==> src/rtl/requant_sched.sv <==
// requant_sched: schedules four request channels onto one shared multi-cycle
// requantizer. A channel is picked and its sample and Nquant are launched.
// The result is sampled a fixed WAIT_CYC cycles later and tagged with its channel.
// Optional feature macro: RQ_SCHED_RR_EN. When defined, arbitration is
// round-robin. When undefined, arbitration is fixed priority with channel 0
// highest.
module requant_sched #(
  parameter int unsigned WAIT_CYC = 40   // legal 40..255
) (
  input  logic        clock,
  input  logic        reset,
  input  logic        cfg_we,
  input  logic [1:0]  cfg_ch,
  input  logic [4:0]  cfg_nquant,
  input  logic [3:0]  req,
  input  logic [71:0] din,
  output logic [3:0]  gnt,
  output logic        rq_reset,
  output logic [4:0]  rq_nquant,
  output logic [17:0] rq_datain,
  output logic        rq_endatain,
  input  logic [17:0] rq_dataout,
  output logic [17:0] dout,
  output logic [1:0]  dout_ch,
  output logic        dout_valid,
  output logic        busy
);

  localparam int NCH = 4;

  typedef enum logic [1:0] {S_IDLE, S_LAUNCH, S_WAIT, S_DONE} state_e;

  state_e          state_q, state_d;
  logic [7:0]      cnt_q, cnt_d;
  logic [1:0]      sel_q, sel_d;
  logic [1:0]      rst_cnt_q;
  logic [NCH-1:0][4:0] nq_q;
  logic [4:0]      rqn_q;
  logic [17:0]     dat_q;
  logic [17:0]     dout_q;
  logic [1:0]      dout_ch_q;
  logic [17:0]     din_ch [NCH];
  logic [1:0]      pick;
  logic            launch;

  // Clamp a configured Nquant into the requantizer's legal 1..17 range.
  function automatic logic [4:0] clamp_nq(input logic [4:0] v);
    if (v == 5'd0)       return 5'd1;
    else if (v > 5'd17)  return 5'd17;
    else                 return v;
  endfunction

  // Split the packed sample bus into per-channel slices.
  always_comb begin
    for (int i = 0; i < NCH; i++) din_ch[i] = din[i*18 +: 18];
  end

`ifdef RQ_SCHED_RR_EN
  logic [1:0] ptr_q;   // channel where the next search starts

  // Round-robin pick: the first requester at or after the pointer.
  always_comb begin
    logic       found;
    logic [1:0] idx;
    pick  = 2'd0;
    found = 1'b0;
    idx   = 2'd0;
    for (int k = 0; k < NCH; k++) begin
      idx = ptr_q + 2'(k);
      if (!found && req[idx]) begin
        pick  = idx;
        found = 1'b1;
      end
    end
  end

  // After a grant, the search restarts one past the granted channel.
  always_ff @(posedge clock or posedge reset) begin
    if (reset)       ptr_q <= 2'd0;
    else if (launch) ptr_q <= pick + 2'd1;
  end
`else
  // Fixed-priority pick: the lowest-index requester wins.
  always_comb begin
    pick = 2'd0;
    for (int k = NCH-1; k >= 0; k--) begin
      if (req[k]) pick = 2'(k);
    end
  end
`endif

  // FSM next state. Launch is held off while the requantizer is in reset.
  always_comb begin
    state_d = state_q;
    cnt_d   = cnt_q;
    sel_d   = sel_q;
    launch  = 1'b0;
    case (state_q)
      S_IDLE: begin
        if (|req && !rq_reset) begin
          launch  = 1'b1;
          sel_d   = pick;
          state_d = S_LAUNCH;
        end
      end
      S_LAUNCH: begin
        cnt_d   = 8'(WAIT_CYC - 1);
        state_d = S_WAIT;
      end
      S_WAIT: begin
        if (cnt_q == 8'd0) state_d = S_DONE;
        else               cnt_d   = cnt_q - 8'd1;
      end
      S_DONE:  state_d = S_IDLE;
      default: state_d = S_IDLE;
    endcase
  end

  // FSM, wait counter and selected-channel registers.
  always_ff @(posedge clock or posedge reset) begin
    if (reset) begin
      state_q <= S_IDLE;
      cnt_q   <= 8'd0;
      sel_q   <= 2'd0;
    end else begin
      state_q <= state_d;
      cnt_q   <= cnt_d;
      sel_q   <= sel_d;
    end
  end

  // Hold the requantizer in reset for two cycles after the master reset is released.
  always_ff @(posedge clock or posedge reset) begin
    if (reset)                  rst_cnt_q <= 2'd2;
    else if (rst_cnt_q != 2'd0) rst_cnt_q <= rst_cnt_q - 2'd1;
  end

  // Per-channel Nquant. A launch in the same cycle reads the old value.
  always_ff @(posedge clock or posedge reset) begin
    if (reset) begin
      for (int i = 0; i < NCH; i++) nq_q[i] <= 5'd17;
    end else if (cfg_we) begin
      nq_q[cfg_ch] <= clamp_nq(cfg_nquant);
    end
  end

  // Requantizer operands are latched at launch and held until the next launch.
  always_ff @(posedge clock or posedge reset) begin
    if (reset) begin
      dat_q <= 18'd0;
      rqn_q <= 5'd0;
    end else if (launch) begin
      dat_q <= din_ch[pick];
      rqn_q <= nq_q[pick];
    end
  end

  // Capture the result on the WAIT->DONE edge. It holds until the next DONE.
  always_ff @(posedge clock or posedge reset) begin
    if (reset) begin
      dout_q    <= 18'd0;
      dout_ch_q <= 2'd0;
    end else if (state_q == S_WAIT && cnt_q == 8'd0) begin
      dout_q    <= rq_dataout;
      dout_ch_q <= sel_q;
    end
  end

  assign rq_reset    = (rst_cnt_q != 2'd0);
  assign gnt         = (state_q == S_LAUNCH) ? (4'b0001 << sel_q) : 4'b0000;
  assign rq_endatain = (state_q == S_LAUNCH);
  assign rq_datain   = dat_q;
  assign rq_nquant   = rqn_q;
  assign dout        = dout_q;
  assign dout_ch     = dout_ch_q;
  assign dout_valid  = (state_q == S_DONE);
  assign busy        = (state_q != S_IDLE);

endmodule

==> config.mk <==
export PLATFORM = sky130hd
export DESIGN_NAME = requant_sched
export DESIGN_NICKNAME = d
export VERILOG_FILES = /design/src/rtl/requant_sched.sv
export SDC_FILE = /design/constraint.sdc
export NUM_CORES = 1
export LEC_CHECK = 0
export CORE_MARGIN = 2
export CORE_UTILIZATION = 44
export CTS_CLUSTER_DIAMETER = 50
export CTS_CLUSTER_SIZE = 10
export DETAILED_ROUTE_END_ITERATION = 10
export HOLD_SLACK_MARGIN = 0.15
export PLACE_DENSITY_LB_ADDON = 0.3
export SLEW_MARGIN = 20
export SYNTH_ARGS = -nofsm -noshare
export SYNTH_HDL_FRONTEND = slang
export SYNTH_SLANG_ARGS = --single-unit
export TNS_END_PERCENT = 1
==> constraint.sdc <==
create_clock -name clock -period 2.8 [get_ports clock]
set_input_delay 0.56 -clock clock [delete_from_list [all_inputs] [get_ports clock]]
set_output_delay 0.56 -clock clock [all_outputs]
set_load 0.05 [all_outputs]
==> reports/results.tsv <==
metric	value	unit
IO Port Bufs	154	
syn_nets	490	
most area-consuming cells after synthesis	dfrtp_1 (44%), mux2_2 (6.8%), o21ai_0 (6.3%)	
GRT Resource Usage Total	22.1	%
Final #Nets	646	
worst clock skew	0.00982	ns
die width	97.4	um
CP Cell Sequence	inv_1 -> ha_1 -> nand2_1 -> nor2_1 -> clkdlybuf4s50_1	
slowest stage delay, CP	0.81	ns
hold-critical path depth	2	
pin count of the biggest net entering global routing	37	
post-CTS setup repair buffer count	0	
final setup fails	0	
Post-synth EDFFs	0	
Syn Inst Count	379	
DP HPWL	7760	um
diode count	0	
CTS tree	built	
Synth top area share	44.4	%
Worst Hold Class	flop to flop	
Pre-Repair DR Iteration Count	4	
GPL Wtd Cong	0.807	
post-route antenna net violation count	0	
hold buffers post-CTS	0	
reg2reg start	cnt_q[4]$_DFFE_PP0P_	
hold worst-path end	nq_q[10]$_DFFE_PP1P_	
Compound-Gate Fraction of Synth Area	16.5	%
Fmax	371	MHz
synthesized area	3830	um^2
prevailing post-synth register cell	dfrtp_1	
multiplexer area fraction after synthesis	11.9	%
Synth area leader	dfrtp_1	
root buf cell	clkbuf_8	
I/O pin total	155	
TritonCTS Buffers	9	
Synth Area in XOR/XNOR	0.457	%
crit start category	flop	
minimum clock period	2.70	ns
Worst Tran Pin Value	0.820	ns
pwr dens	834	nW/um^2
CP max-delay cell	clkdlybuf4s50_1	
P&R area growth vs syn	49.9	%
worst reg2reg setup slack	0.72	ns
R2R Path End	state_q[1]$_DFFE_PP0P_	
Worst EP arrival	2.14	ns
RSZ-0062 raised after global routing	false	
Fillers	676	
Slew HR	45.1	%
peak supply drop	0.520	mV
Longest Clk Path Bufs	2	
Syn. warnings	0	
Synth Register Bits	77	
critical path depth in cells	5	
Lkg Pwr	2.38	nW
CP top delay family	buffers and inverters	
routed vias	3545	
Synth Area in Simple Gates	14.9	%
maxcap violations	0	
DRC	0	
Setup TNS Final	0	ns
R2R cell count	4	
die area	9480	um^2
Crit path required time	2.24	ns
Async S/R FF share, synth	100	%
outcome	completed	
core area	8590	um^2
clock sink count	77	
WP buf/inv	2	
vias in the first global route	3566	
FP Rows	34	
Via density	5.47	
syn avg cell area	10.1	um^2
Final Hold Vio Count	0	
Worst-Skew Late Latency	0.34	ns
Crit. End Element	output port	
Final Max Slew Viols	0	
crit path kind	flop to output port	
largest family of logic cells by synthesized area	compound AO/OA/AOI/OAI gates	
unique cell type count in the Yosys netlist	41	
crit-path max FO	7	
clock-pin slew on the worst setup and hold paths	0.08	ns
initial antenna violation count	0	
DIE HEIGHT	97.4	um
Adder-Cell Fraction of Synth Area	2.28	%
hold path start	nq_q[10]$_DFFE_PP1P_	
layout cell share with drive strength beyond 1	12.4	%
first-pass GRT wire length	17200	um
fin util	66.9	%
Tcrit/Tclk final	96.3	%
CTS H-tree lvls	3	
initial DRC count	157	
post-synthesis sequential area ratio	50.5	%
Routed Wire Length	10400	um
GRT Residual Overflow	0	
initial core utilization	44.6	%
WL per Instance	16.0	um
-- cell type report --
| type | count | area (um^2) | area share (%) |
|---|---|---|---|
| Sequential cell | 77 | 1940 | 33.7 |
| Multi-Input combinational cell | 270 | 1770 | 30.8 |
| Timing Repair Buffer | 165 | 1630 | 28.4 |
| Tap cell | 108 | 135 | 2.35 |
| Clock buffer | 9 | 124 | 2.16 |
| Clock inverter | 7 | 98.8 | 1.72 |
| Inverter | 12 | 46.3 | 0.806 |
-- synthesized netlist by cell type (all sizes together) (2+ instances only) --
library cell,n
o21ai,48
or3,2
nor2b,2
nand3,2
a22oi,13
nor4,4
nor3,12
or4,2
inv,12
dfrtp,68
mux2,25
a21oi,15
dfstp,9
nand3b,2
o221ai,21
mux2i,17
nand2,52
ha,7
clkbuf,14
nand4,2
nor2,19
nand2b,14
buf,6
-- report_power, final --
| group | internal [mW] | switching, mW | leakage, nW |
|---|---|---|---|
| Clock | 0.507 | 0.427 | 0.110 |
| Combinational | 0.819 | 1.42 | 1.33 |
| Sequential | 1.42 | 0.200 | 0.932 |
-- per-stage QoR --
stage	power [mW]	hold WS, ns	std cells	setup slack [ns]	cell area [um^2]
5_1_grt	5.07	0.519	648	0.00392	5750
3_3_place_gp	3.82	0.459	632	0.391	5530
4_1_cts	4.82	0.488	648	0.0923	5750
3_5_place_dp	3.88	0.469	632	0.298	5530
6_report	4.79	0.487	648	0.104	5750
2_1_floorplan	3.05	0.445	379	0.000382	3840
-- worst max-delay path by stage --
stage                      startpoint                        end  slack (ns)
3_5_place_dp                   req[1]  rq_datain[16]$_DFFE_PP0P_        0.30
6_report       state_q[1]$_DFFE_PP0P_                     gnt[1]        0.10
3_3_place_gp   state_q[1]$_DFFE_PP0P_                     gnt[2]        0.39
5_1_grt        state_q[1]$_DFFE_PP0P_                     gnt[1]       0.004
2_1_floorplan  state_q[1]$_DFFE_PP0P_                     gnt[0]      0.0004
4_1_cts        state_q[1]$_DFFE_PP0P_                     gnt[1]        0.09
-- logic make-up (layout without fill, tap and decap cells) --
| kind of cell | Yosys count | count (layout) |
|---|---|---|
| multiplexers | 42 | 42 |
| adder cells (fa/ha/maj) | 7 | 7 |
| buffers and inverters | 32 | 193 |
| AND/OR/NAND/NOR | 118 | 118 |
| AO/OA/AOI/OAI | 101 | 101 |
| flip-flops | 77 | 77 |
| XOR/XNOR | 2 | 2 |
-- flip-flops by register name, indices dropped and copies added (netlist names) --
signal     cells
nq_q          20
dout_ch        2
rq_nquant      5
rq_datain     18
state_q        2
dout          18
cnt_q          8
rst_cnt_q      2
sel_q          2
-- worst reg2reg max path: stages (launching register included) --
cell	delay, ns
dfrtp_1	0.44
or4_4	0.59
o31a_1	0.41
nand2b_1	0.22
mux2_4	0.31
-- placed cells by master (no fill, tap or decap), types with 2 or more instances in the layout --
master / count
or3_1: 2
nand4_1: 2
buf_4: 10
dlygate4sd2_1: 2
ha_1: 7
bufinv_16: 2
clkdlybuf4s50_1: 152
dfstp_2: 9
nor3_1: 12
nor4_1: 3
o221ai_1: 21
nand3_1: 2
dfrtp_1: 68
clkbuf_8: 9
nand2_1: 52
a21oi_1: 14
nand2b_1: 14
inv_1: 11
nor2_1: 19
nand3b_1: 2
o21ai_0: 48
a22oi_1: 13
nor2b_1: 2
clkinv_4: 2
clkinv_2: 2
mux2i_1: 17
mux2_2: 23
-- routing by layer --
layer	part of all wire, %	vias to the layer above	track usage, %
li1	-	1681	-
met1	43	1706	29.5
met2	50	136	37.1
met5	0	-	0
met4	2.3	0	7.48
met3	4.9	22	3.17
-- repair_timing --
| action | 4_1_cts | 5_1_grt |
|---|---|---|
| gates resized for setup | 2 | 0 |
| setup endpoints to repair | 2 | 0 |
| hold endpoints to repair | 0 | 0 |
No activity file was read; power rests on OpenSTA's default activity.
